## src/rtl/fifo_rr_sched.sv

```systemverilog
// fifo_rr_sched: round-robin burst drain of NUM_Q FIFOs into one valid/ready stream via a 2-entry output buffer.
// Define FIFO_RR_SCHED_CHECK_EN to compile in simulation-only protocol checks.
module fifo_rr_sched #(
    parameter int  NUM_Q     = 4,
    parameter int  WIDTH     = 16,
    parameter int  MAX_BURST = 4,
    localparam int QID_BW    = $clog2(NUM_Q),
    localparam int BCNT_BW   = $clog2(MAX_BURST + 1)
) (
    input  logic                   clk,
    input  logic                   rstn,
    input  logic [NUM_Q-1:0]       q_empty,
    output logic [NUM_Q-1:0]       q_pop,
    input  logic [NUM_Q*WIDTH-1:0] q_dout,
    output logic                   m_valid,
    input  logic                   m_ready,
    output logic [WIDTH-1:0]       m_data,
    output logic [QID_BW-1:0]      m_qid
);
    typedef enum logic {IDLE, BURST} state_t;

    state_t              state, state_nx;
    logic [QID_BW-1:0]   ptr, ptr_nx, gnt, gnt_nx, base, sel, pop_id, inf_id, gnt_inc;
    logic [BCNT_BW-1:0]  cnt, cnt_nx;
    logic [1:0]          occ;
    logic                inflight, rd_ptr, wr_ptr, pop_go, found, term, cont, xfer, credit;
    logic [WIDTH-1:0]    ob_data [2];
    logic [QID_BW-1:0]   ob_qid  [2];

    function automatic logic [QID_BW-1:0] wrap_add(input logic [QID_BW-1:0] a, input int k);
        int s;
        s = int'(a) + k;
        return QID_BW'(s >= NUM_Q ? s - NUM_Q : s);
    endfunction

    assign gnt_inc = wrap_add(gnt, 1);
    assign term    = (state == BURST) && (q_empty[gnt] || cnt == BCNT_BW'(MAX_BURST));
    assign cont    = (state == BURST) && !term;
    assign base    = term ? gnt_inc : ptr;
    assign xfer    = m_valid && m_ready;
    // Counting the in-flight pop keeps the 2-entry buffer from ever overflowing.
    assign credit  = (3'(occ) + 3'(inflight) - 3'(xfer)) < 3'd2;
    assign wr_ptr  = rd_ptr ^ occ[0];
    assign m_valid = occ != 2'd0;
    assign m_data  = ob_data[rd_ptr];
    assign m_qid   = ob_qid[rd_ptr];

    always_comb begin
        sel   = base;
        found = 1'b0;
        for (int k = NUM_Q - 1; k >= 0; k--)
            if (!q_empty[wrap_add(base, k)]) begin
                sel   = wrap_add(base, k);
                found = 1'b1;
            end
    end

    always_ff @(posedge clk or negedge rstn)
        if (!rstn) begin
            state <= IDLE;
            ptr   <= '0;
            gnt   <= '0;
            cnt   <= '0;
        end else begin
            state <= state_nx;
            ptr   <= ptr_nx;
            gnt   <= gnt_nx;
            cnt   <= cnt_nx;
        end

    always_comb begin
        state_nx = state;
        ptr_nx   = term ? gnt_inc : ptr;
        gnt_nx   = gnt;
        cnt_nx   = cnt;
        if (pop_go) begin
            state_nx = BURST;
            gnt_nx   = pop_id;
            cnt_nx   = cont ? cnt + 1'b1 : BCNT_BW'(1);
        end else if (!cont) begin
            state_nx = IDLE;
            cnt_nx   = '0;
        end
    end

    always_comb begin
        pop_id = cont ? gnt : sel;
        pop_go = rstn && credit && (cont || found);
        q_pop  = pop_go ? NUM_Q'(1) << pop_id : '0;
    end

    always_ff @(posedge clk or negedge rstn)
        if (!rstn) begin
            occ      <= '0;
            inflight <= 1'b0;
            inf_id   <= '0;
            rd_ptr   <= 1'b0;
            ob_data  <= '{default: '0};
            ob_qid   <= '{default: '0};
        end else begin
            inflight <= pop_go;
            inf_id   <= pop_id;
            occ      <= occ + 2'(inflight) - 2'(xfer);
            if (xfer) rd_ptr <= ~rd_ptr;
            if (inflight) begin
                ob_data[wr_ptr] <= q_dout[int'(inf_id)*WIDTH +: WIDTH];
                ob_qid[wr_ptr]  <= inf_id;
            end
        end

`ifdef FIFO_RR_SCHED_CHECK_EN
`ifndef SYNTHESIS
    logic              stall_q;
    logic [WIDTH-1:0]  data_q;
    logic [QID_BW-1:0] qid_q;
    int                starve [NUM_Q];

    always @(posedge clk) begin
        if (rstn) begin
            if ((q_pop & q_empty) != '0) $display("[!!!] @%0t %m pop to empty queue", $time);
            if ($countones(q_pop) > 1) $display("[!!!] @%0t %m multiple q_pop bits high", $time);
            if (3'(occ) + 3'(inflight) > 3'd2) $display("[!!!] @%0t %m output buffer overflow", $time);
            if (stall_q && (m_data != data_q || m_qid != qid_q)) $display("[!!!] @%0t %m output changed while stalled", $time);
            for (int i = 0; i < NUM_Q; i++) begin
                starve[i] <= (q_empty[i] || q_pop[i] || !m_ready) ? 0 : starve[i] + 1;
                if (starve[i] == NUM_Q*MAX_BURST*4) $display("[!!!] @%0t %m queue %0d starved", $time, i);
            end
        end
        stall_q <= rstn && m_valid && !m_ready;
        data_q  <= m_data;
        qid_q   <= m_qid;
    end

    final if (occ != 2'd0 || inflight) $display("[!!!] @%0t %m occ=%0d inflight=%0d at end of simulation", $time, occ, inflight);
`endif
`endif
endmodule

```

## config.mk

```make
export PLATFORM = sky130hd
export DESIGN_NAME = fifo_rr_sched
export DESIGN_NICKNAME = d
export VERILOG_FILES = /design/src/rtl/fifo_rr_sched.sv
export SDC_FILE = /design/constraint.sdc
export NUM_CORES = 1
export LEC_CHECK = 0
export CORE_MARGIN = 10
export CORE_UTILIZATION = 47
export DETAILED_ROUTE_END_ITERATION = 6
export PLACE_DENSITY_LB_ADDON = 0.2
export SKIP_LAST_GASP = 1
export SYNTH_ARGS = -nofsm -noshare
export SYNTH_HDL_FRONTEND = slang
export SYNTH_SLANG_ARGS = --single-unit
```

## constraint.sdc

```tcl
create_clock -name clk -period 3.7 [get_ports clk]
set_input_delay 0.74 -clock clk [delete_from_list [all_inputs] [get_ports clk]]
set_output_delay 0.74 -clock clk [all_outputs]
set_load 0.1 [all_outputs]
```

* After elaboration in Yosys (flattened, before gate mapping)
Index checks and enable logic that the tools add are counted.
** Operators by class
- Mux-type cells :: 43
- Shift operators :: 2
- Reduce and logical (&&, ||, !) cells :: 10
- Multipliers :: 0
- Add/subtract/negate cells :: 14
- Bitwise gates (word level) :: 4
- Div/mod/pow operators :: 0
- Eq/ne operators :: 2
- Magnitude comparators :: 14
** Operator list (count)
- two-way mux 16 bit :: 4
- indexed part select 64 x 7 -> 16 bit :: 1
- bitwise mux 32 bit :: 1
- two-way mux 2 bit :: 15
- demux 16 bit (select 1 bit) :: 1
- less-than comparator 2 x 3 -> 1 bit (second input constant) :: 5
- greater-or-equal comparator 3 bit (second input constant) :: 4
- two-way mux 1 bit :: 11
- binary-select mux 1 bit (select 2 bit) :: 5
- subtractor 2 x 1 -> 2 bit (second input constant) :: 5
- two-way mux 3 bit :: 3
- adder 2 x 1 -> 3 bit (second input constant) :: 2
- adder 2 x 2 -> 3 bit (second input constant) :: 2
- logical AND 1 bit :: 6
- bitwise mux 4 bit :: 1
- greater-or-equal comparator 2 bit (second input constant) :: 2
- two-way mux 4 bit :: 1
- NOT 1 -> 2 bit :: 2
- << shifter 1 x 2 -> 4 bit (first input constant) :: 1
- adder 2 x 1 -> 3 bit :: 1
- adder 3 x 1 -> 3 bit (second input constant) :: 1
- == test 3 bit (second input constant) :: 1
- greater-or-equal comparator 2 x 3 -> 1 bit (second input constant) :: 1
- less-than comparator 3 x 2 -> 1 bit (second input constant) :: 1
- other kinds (11) :: 12
** Word-level totals
- Bits in registers :: 50
- Output and inout port bits :: 23
- Word-level logic and storage cells :: 101
- Bits of input ports :: 71
- Bits in read-only memories :: 0
- Memories kept :: 0
- Bits in latches :: 0
- Memory bits (writable) :: 0

* Depth between registers and ports, before layout
Gate-level depths: netlist of the first run.
- Depth after elaboration :: 17
- Mapped depth :: 11

* Least setup slack after synthesis of the first run
OpenSTA, ideal clock, no wires.
- Kind :: register to output
- Start :: reg occ[1]
- End :: out q_pop[3]
- Arrival time :: 4590 ps
- Cell stages (with the launch flop) :: 10
- Slack :: -1630 ps
- Path buffers :: 0
- Cell sequence :: dfrtp_1 or2_2 and2_1 ha_1 inv_1 ha_1 fa_1 xor2_1 nand3b_1 nor3b_1
** On the way
- Word-level cells in the longest chain between the ends :: 7
- Elaborated cells between the ends (all ways) :: 8
- Those cells by class :: add/sub: 2; order compare: 1; mux: 1; reduce/logical: 4
** Ends and longest elaborated chain
- start, declared :: line 25 : logic [1:0] occ;
- start signal, assigned :: line 103 : occ <= occ + 2'(inflight) - 2'(xfer);
- nonzero test 2 bit :: line 44 : assign m_valid = occ != 2'd0;
- named net m_valid :: line 15 : output logic m_valid,
- logical AND 1 bit :: line 40 : assign xfer = m_valid && m_ready;
- named net xfer :: line 26 : logic inflight, rd_ptr, wr_ptr, pop_go, found, term, cont, xfer, credit;
- subtractor 3 x 1 -> 3 bit :: line 42 : assign credit = (3'(occ) + 3'(inflight) - 3'(xfer)) < 3'd2;
- less-than comparator 3 x 2 -> 1 bit :: line 42
- logical AND 1 bit (2 in series) :: line 88 : pop_go = rstn && credit && (cont || found);
- two-way mux 4 bit :: line 89 : q_pop = pop_go ? NUM_Q'(1) << pop_id : '0;
- end, declared :: line 13 : output logic [NUM_Q-1:0] q_pop,
The timed path passes the listed nets, and every way through them passes these cells.

* Final worst setup path of the first run
- Start :: reg occ[1]
- End :: out q_pop[2]
** On the way
- Word-level cells in the longest chain between the ends :: 7
- Elaborated cells between the ends (all ways) :: 8
- Those cells by class :: add/sub: 2; order compare: 1; mux: 1; reduce/logical: 4
** Ends and longest elaborated chain (line)
- nonzero test 2 bit :: 44
- logical AND 1 bit :: 40
- named net xfer :: 26
- subtractor 3 x 1 -> 3 bit :: 42
- less-than comparator 3 x 2 -> 1 bit :: 42
- logical AND 1 bit (2 in series) :: 88
- two-way mux 4 bit :: 89
The timed path passes the listed nets, and every way through them passes these cells.

==> parameters.txt, run 1 <==
Parameter                              Value

Status
  Result of the run ... finished, final reports clean

Global routing
  Wire length of the first global-routing pass ... 12700 microns
  Overall global routing resource usage ... 15.9%
  Remaining global-route overflow ... 0
  Largest net degree at the start of global routing ... 51
  Number of antenna violations at the first check in global routing ... 0
  Via count of the first global-routing pass ... 2468

Floorplan
  Die Outline Area ... 9930 sq um
  Row count ... 28
  Overall die height ... 99.7 microns
  Effective utilization at floorplan ... 49.5%
  Area of the placeable core ... 6030 sq um
  Ports placed on the boundary ... 94
  Die X-Extent ... 99.7 microns

Clock network
  Clock tree root buffer cell ... sky130_fd_sc_hd__clkbuf_8
  Max Root-Sink Buffers ... 2
  Htree depth ... 2
  Post-CTS Hold Fix Bufs ... 0
  Number of clock sinks ... 50
  Register clock-pin slew on the reported worst setup and hold paths ... 0.09 ns
  TritonCTS clock tree ... built
  Insertion delay of the later-clocked pin in the worst-skew pair ... 0.30 ns
  Number of CTS-inserted buffers ... 5

Worst setup path
  Kind of critical path ... register to primary output
  Startpoint Class ... register
  Worst r2r dst ... gnt[1]
  Worst-case register-to-register setup slack ... 0.84 ns
  WP depth ... 11
  CP Launch Point ... occ[1]
  Largest driver fanout on the critical path ... 3
  Worst Setup End Kind ... primary output
  Cell family with most CP delay ... simple AND/OR/NAND/NOR gates
  CP required ... 2.96 ns
  Beginning of the worst register-to-register path ... cnt[0]
  Series of cell instances along the critical path ... or2_4 -> and2_4 -> ha_4 -> inv_1 -> ha_2 -> fa_2 -> xor2_2 -> and3b_1 -> nand3b_1 -> nor2b_4 -> buf_12
  Worst reg-to-reg path cell count ... 11
  Capture point of the worst path ... q_pop[2]
  Delay of the slowest cell on the worst path ... 0.43 ns
  Endpoint arrival time on the critical path ... 2.87 ns
  Slowest stage cell on the critical path ... sky130_fd_sc_hd__dfrtp_1
  Sum of buffers and inverters on the critical path ... 2

STA
  Worst slew pin tran ... 1.09 ns
  Clock period minus worst slack ... 3.61 ns
  Timing-limited maximum frequency ... 277 MHz
  Hold Fails Final Rpt ... 0
  Tightest slew margin relative to the limit ... 27.3%
  Final period utilization ... 97.4%
  Setup Viol. Count Final ... 0
  Final hold slack ... 0.508 ns
  Count of pins over their slew limit ... 0
  Worst Skew ... 0.00543 ns

Synthesis
  Synthesized area ... 2980 sq um
  Flip-flop cell with the highest count after synthesis ... sky130_fd_sc_hd__dfrtp_1
  Synthesized flop and latch total ... 50
  Cells after synthesis ... 227
  Synth unique cells ... 50
  Sequential fraction of the synthesis area ... 41.9%
  Synthesized netlist net count ... 303
  Synth async-reset ratio ... 100%
  YS warnings ... 0
  Post-Syn Area per Cell ... 13.1 sq um
  Post-synth EDFFs ... 0

Drt
  Overall via count from detail_route ... 2351
  DRC violations left ... 0
  Drt initial violations ... 94
  Drt wl/cell ... 19.2 microns
  Routed vias/inst ... 5.53
  Final antenna-violating net count ... 0
  Total detailed-routing wirelength ... 8160 microns
  Length of the first detailed-routing pass in iterations ... 4

Job
  Maximum capacitance violations ... 0

Layout
  Net count of the finished layout ... 425
  Storage element area ... 1250 sq um
  Layout cell share with drive strength beyond 1 ... 50.0%
  Utilization of the core after routing ... 74.7%
  Synth-to-Final Area Change ... 50.9%
  Area taken by multi-input logic gates ... 1810 sq um
  Count of filler cells inserted in the layout ... 422
  Number of antenna cells inserted ... 0

Place
  Number of port buffers ... 93
  Sum of net half-perimeters after detailed placement ... 6070 microns
  Last weighted congestion value of the routability-driven placer ... 0.855

Min path
  Hold/Removal Path Class ... register to register
==> logic make-up (layout without fill, tap and decap cells) <==
| group | count (synthesis) | after routing | share of synthesized area (%) |
|---|---|---|---|
| DFF | 50 | 50 | 41.9 |
| AOI/OAI and AO/OA | 25 | 25 | 7.43 |
| buffers and inverters | 24 | 147 | 3.36 |
| xor gates and xnor gates | 3 | 3 | 0.881 |
| and+or+nand+nor | 42 | 42 | 8.35 |
| muxes | 78 | 78 | 35.7 |
| adders and majority gates | 5 | 5 | 2.35 |
==> cell type report <==
type / count / share of cell area [%]
Timing Repair Buffer: 129 / 26.7
Multi-Input combinational cell: 153 / 40.2
Sequential cell: 50 / 27.8
Clock buffer: 7 / 1.70
Tap cell: 75 / 2.08
Inverter: 10 / 0.834
Clock inverter: 1 / 0.667
==> through the flow <==
step	TNS (ns)	cells	instance area, sq um	setup slack [ns]
3_3_place_gp	-0.534	404	4150	-0.147
5_1_grt	-0.0323	425	4500	-0.0198
2_1_floorplan	-0.566	227	3040	-0.290
6_report	0	425	4500	0.0947
4_1_cts	-0.00479	422	4440	-0.00479
3_5_place_dp	-0.638	404	4150	-0.192
==> Yosys cell counts (2+ instances only) <==
cell type / n / area [sq um]
sky130_fd_sc_hd__nand2_1: 12 / 45.0
sky130_fd_sc_hd__mux2_2: 55 / 619
sky130_fd_sc_hd__dfrtp_1: 50 / 1250
sky130_fd_sc_hd__and2_1: 4 / 25.0
sky130_fd_sc_hd__buf_1: 3 / 11.3
sky130_fd_sc_hd__mux2i_1: 4 / 40.0
sky130_fd_sc_hd__mux2_4: 3 / 45.0
sky130_fd_sc_hd__nand2b_1: 2 / 12.5
sky130_fd_sc_hd__clkbuf_2: 2 / 10.0
sky130_fd_sc_hd__mux4_2: 16 / 360
sky130_fd_sc_hd__nand3_1: 3 / 15.0
sky130_fd_sc_hd__o21ai_0: 4 / 20.0
sky130_fd_sc_hd__o32ai_1: 4 / 35.0
sky130_fd_sc_hd__a21oi_1: 3 / 15.0
sky130_fd_sc_hd__nor2_1: 2 / 7.51
sky130_fd_sc_hd__inv_1: 9 / 33.8
sky130_fd_sc_hd__xor2_1: 2 / 17.5
sky130_fd_sc_hd__ha_1: 4 / 50.1
sky130_fd_sc_hd__clkbuf_1: 8 / 30.0
sky130_fd_sc_hd__nand3b_1: 4 / 30.0
sky130_fd_sc_hd__nor2b_1: 3 / 18.8
sky130_fd_sc_hd__nor3_1: 2 / 10.0
==> layer usage <==
metal / GRT usage [%] / wire length (microns)
met1: 18.1 / 3340
met2: 28.0 / 4290
met3: 4.43 / 452
met4: 4.85 / 73
met5: 0 / 0
==> worst min-delay path by stage <==
stage,startpoint,endpoint,depth (start not counted)
2_1_floorplan,rstn,cnt[0],0
3_3_place_gp,ob_data[5],ob_data[5],1
3_5_place_dp,ob_data[2],ob_data[2],1
4_1_cts,ob_data[2],ob_data[2],1
5_1_grt,ob_data[31],ob_data[31],1
6_report,ob_data[16],ob_data[16],1
==> registers in the layout (all words and copies together) (netlist names) <==
register / cells
inflight: 1
inf_id: 2
state: 1
ob_data: 32
occ: 2
rd_ptr: 1
ob_qid: 4
cnt: 3
gnt: 2
ptr: 2
==> cells in the final DEF (no fill, tap or decap), types with 2 or more instances in the layout <==
cell	n
sky130_fd_sc_hd__clkbuf_1	2
sky130_fd_sc_hd__a21oi_1	3
sky130_fd_sc_hd__nand3_1	2
sky130_fd_sc_hd__clkbuf_2	2
sky130_fd_sc_hd__nor2b_1	2
sky130_fd_sc_hd__mux2i_2	2
sky130_fd_sc_hd__inv_1	9
sky130_fd_sc_hd__and2_4	3
sky130_fd_sc_hd__o21ai_0	2
sky130_fd_sc_hd__and2_1	2
sky130_fd_sc_hd__mux4_2	16
sky130_fd_sc_hd__clkdlybuf4s50_1	65
sky130_fd_sc_hd__dfrtp_1	49
sky130_fd_sc_hd__buf_12	5
sky130_fd_sc_hd__clkbuf_8	5
sky130_fd_sc_hd__mux2i_1	2
sky130_fd_sc_hd__o32ai_4	2
sky130_fd_sc_hd__o21ai_1	2
sky130_fd_sc_hd__nand2_1	11
sky130_fd_sc_hd__buf_4	52
sky130_fd_sc_hd__o32ai_1	2
sky130_fd_sc_hd__dlymetal6s2s_1	2
sky130_fd_sc_hd__nor2_4	2
sky130_fd_sc_hd__mux2_4	3
sky130_fd_sc_hd__ha_2	2
sky130_fd_sc_hd__mux2_2	55
sky130_fd_sc_hd__nand2_4	2
sky130_fd_sc_hd__nand3b_1	4
sky130_fd_sc_hd__nand2b_1	2
==> timing repair <==
item,in CTS,in global routing
buffers inserted,11,4
endpoints found under the setup margin,4,4
pin swaps,14,12
resized for setup,25,14
Power of run 1 is left out: the tool's default activity adds up to more than one toggle a clock period on the data nets, which glitch-free logic cannot reach.
==> run 2, diff against run 1 <==
--- a/config.mk
+++ b/config.mk
@@ -5,8 +5,9 @@
 export SDC_FILE = /design/constraint.sdc
 export NUM_CORES = 1
 export LEC_CHECK = 0
+export ABC_AREA = 1
 export CORE_MARGIN = 10
-export CORE_UTILIZATION = 47
+export CORE_UTILIZATION = 45
 export DETAILED_ROUTE_END_ITERATION = 6
 export PLACE_DENSITY_LB_ADDON = 0.2
 export SKIP_LAST_GASP = 1
==> constraint.sdc (replaced) <==
create_clock -name clk -period 3.6 [get_ports clk]
set_input_delay 0.72 -clock clk [delete_from_list [all_inputs] [get_ports clk]]
set_output_delay 0.72 -clock clk [all_outputs]
set_load 0.1 [all_outputs]
==> parameters.txt, run 2 <==
Parameter                              Value

Status
  Result of the run ... finished, final reports clean

Synthesis
  Sequential fraction of the synthesis area ... 42.6%
  Post-synthesis cell type with the largest combined area ... sky130_fd_sc_hd__dfrtp_1
  Flip-flop cell with the highest count after synthesis ... sky130_fd_sc_hd__dfrtp_1
  Synthesized flop and latch total ... 50
  Leading cell types by total area after synthesis ... sky130_fd_sc_hd__dfrtp_1 (43%), sky130_fd_sc_hd__o21ai_0 (12%), sky130_fd_sc_hd__nand2_1 (9.1%), sky130_fd_sc_hd__mux2_2 (6.1%), sky130_fd_sc_hd__inv_1 (5.1%)
  Synth unique cells ... 28
  Most used standard cell by instance count after synthesis ... sky130_fd_sc_hd__o21ai_0
  Cells after synthesis ... 380
  Synthesized netlist net count ... 456
  Portion of synthesized cell area occupied by the leading cell type ... 42.6%
  YS warnings ... 0
  Synth async-reset ratio ... 100%
  Post-synth EDFFs ... 0
  Post-Syn Area per Cell ... 7.73 sq um
  Synthesized area ... 2940 sq um
  Most frequent cells after synthesis ... sky130_fd_sc_hd__o21ai_0 (72), sky130_fd_sc_hd__nand2_1 (71), sky130_fd_sc_hd__dfrtp_1 (50), sky130_fd_sc_hd__inv_1 (40), sky130_fd_sc_hd__nor2_1 (36)

Worst setup path
  Most Frequent Cell on Critical Path ... sky130_fd_sc_hd__inv_2
  Worst-case register-to-register setup slack ... 0.12 ns
  Series of cell instances along the critical path ... inv_2 -> nand2_8 -> nand2_4 -> inv_2 -> ha_4 -> inv_1 -> ha_2 -> fa_2 -> a211oi_2 -> nand2_2 -> clkinv_4 -> nand3_4 -> nor2_4 -> buf_12
  Endpoint arrival time on the critical path ... 2.86 ns
  Worst r2r dst ... rd_ptr
  Kind of critical path ... register to primary output
  Worst Setup End Kind ... primary output
  CP required ... 2.88 ns
  Cell family with most CP delay ... adder cells
  Largest driver fanout on the critical path ... 5
  Startpoint Class ... register
  Beginning of the worst register-to-register path ... occ[0]
  Sum of buffers and inverters on the critical path ... 5
  Slowest stage cell on the critical path ... sky130_fd_sc_hd__fa_2
  CP Launch Point ... occ[1]
  Worst reg-to-reg path cell count ... 25
  Delay of the slowest cell on the worst path ... 0.48 ns

Layout
  Net count of the finished layout ... 596
  Reg with most FFs ... ob_data
  Number of antenna cells inserted ... 0
  Largest register FFs ... 32
  Largest registers ... ob_data: 32 flops, ob_qid: 4 flops, cnt: 3 flops
  Most frequent standard cell in the layout excluding fill and tap cells ... sky130_fd_sc_hd__buf_4
  Storage element area ... 1250 sq um
  Layout cell share with drive strength beyond 1 ... 31.5%
  Count of filler cells inserted in the layout ... 477
  Synth-to-Final Area Change ... 58.7%
  Post-route cell area ... 4660 sq um
  Area taken by multi-input logic gates ... 1690 sq um
  Most frequent cells in the layout ... sky130_fd_sc_hd__buf_4 (74), sky130_fd_sc_hd__o21ai_0 (72), sky130_fd_sc_hd__clkdlybuf4s50_1 (64)

Clock network
  Clock tree root buffer cell ... sky130_fd_sc_hd__clkbuf_8
  Insertion delay of the later-clocked pin in the worst-skew pair ... 0.30 ns
  TritonCTS clock tree ... built
  Max Root-Sink Buffers ... 2
  Register clock-pin slew on the reported worst setup and hold paths ... 0.09 ns
  Number of clock sinks ... 50
  Number of CTS-inserted buffers ... 5
  Post-CTS Hold Fix Bufs ... 0
  Htree depth ... 2

Floorplan
  Ports placed on the boundary ... 94
  Row count ... 29
  Effective utilization at floorplan ... 46.3%
  Area of the placeable core ... 6350 sq um
  Die X-Extent ... 101 microns
  Die Outline Area ... 10200 sq um
  Overall die height ... 101 microns

Drt
  Length of the first detailed-routing pass in iterations ... 4
  Overall via count from detail_route ... 3165
  Total detailed-routing wirelength ... 10200 microns
  Drt wl/cell ... 17.0 microns
  Drt initial violations ... 181
  Routed vias/inst ... 5.30
  DRC violations left ... 0
  Final antenna-violating net count ... 0

STA
  Clock period minus worst slack ... 3.58 ns
  Count of pins over their slew limit ... 0
  Tightest slew margin relative to the limit ... 30.7%
  Setup Viol. Count Final ... 0
  Final period utilization ... 99.5%
  Timing-limited maximum frequency ... 279 MHz
  Worst slew pin tran ... 1.04 ns
  Hold Fails Final Rpt ... 0
  Post-Route Setup TNS ... 0 ns
  Worst Skew ... 0.00427 ns

Place
  Number of port buffers ... 93
  Last weighted congestion value of the routability-driven placer ... 0.827
  Area after detailed placement ... 4090 sq um
  Sum of net half-perimeters after detailed placement ... 6320 microns

Global routing
  Overall global routing resource usage ... 18.2%
  Remaining global-route overflow ... 0
  Largest net degree at the start of global routing ... 51
  Wire length of the first global-routing pass ... 15200 microns
  Number of antenna violations at the first check in global routing ... 0
  Via count of the first global-routing pass ... 3078

Min path
  Hold path start ... ob_data[2]
  Hold/Removal Path Class ... register to register
  End point of the most critical hold path ... ob_data[2]
  Worst hold path depth ... 1

Job
  Maximum capacitance violations ... 0
## run 2: cell count changes in the layout (fill, tap and decap cells not counted), sizes merged, moves of 4 or more
| cell | previous run | this run |
|---|---|---|
| nor2 | 3 | 37 |
| nand3 | 3 | 20 |
| o21ai | 4 | 77 |
| nand2 | 13 | 87 |
| mux2i | 4 | 0 |
| o22ai | 1 | 16 |
| o32ai | 4 | 0 |
| mux4 | 16 | 0 |
| buf | 59 | 81 |
| inv | 10 | 44 |
| a21oi | 4 | 0 |
| and2 | 5 | 1 |
| mux2 | 58 | 16 |
## run 2: area by class of cell
type,count,area share (%)
well taps,77,2.07
clock buffers,6,1.77
repair buffers,150,28.6
flip-flops and latches,50,26.9
multi-input cells,268,36.3
inverters,45,3.78
clock inverters,1,0.644
## run 2: what timing repair did
action | in CTS | in global routing
resized for setup | 27 | 32
pin swaps | 18 | 25
setup endpoints to repair | 4 | 5
endpoints found under the hold margin | 0 | 0
setup buffers | 24 | 13
## run 2: per-stage QoR
stage | std cells | worst slack (ns) | utilization (%) | hold slack (ns)
floorplan | 380 | 0.00869 | - | 0.424
global placement | 553 | -0.223 | 64.4 | 0.472
detailed placement | 553 | -0.263 | 64.4 | 0.483
CTS | 584 | 0.0665 | 70.4 | 0.506
global route | 597 | -0.0712 | 73.4 | 0.534
finish | 597 | 0.0175 | 73.4 | 0.511
## run 2: worst max path at each step
stage,endpoint,cells past startpoint,slack (ns)
floorplan,q_pop[1],11,0.009
global placement,q_pop[1],13,-0.22
detailed placement,q_pop[1],13,-0.26
CTS,q_pop[3],13,0.07
global route,q_pop[0],21,-0.07
finish,q_pop[1],14,0.02
## run 2: worst reg2reg max path: cells and delay by family, from the launching register on
kind | cells | cell delay, ns
buffers and inverters | 22 | 2.71
DFF | 1 | 0.42
and+or+nand+nor | 2 | 0.13
xor gates and xnor gates | 1 | 0.14
## run 2: kinds of logic after synthesis
group / Yosys count / share of synthesized area [%]
buf+inv: 62 / 8.00
flops: 50 / 42.6
compound gates: 96 / 17.4
mux: 16 / 6.13
fa+ha+maj: 5 / 2.38
xor+xnor: 4 / 1.19
simple gates: 147 / 22.4
## run 2: metal layers
layer	GRT usage, %	routed length [microns]	vias to the layer above
met5	0	0	-
met4	6.52	246	0
met3	3.98	641	19
met2	30.8	5150	95
met1	22.1	4130	1527
li1	-	-	1524
Power of run 2 is left out for the same reason.
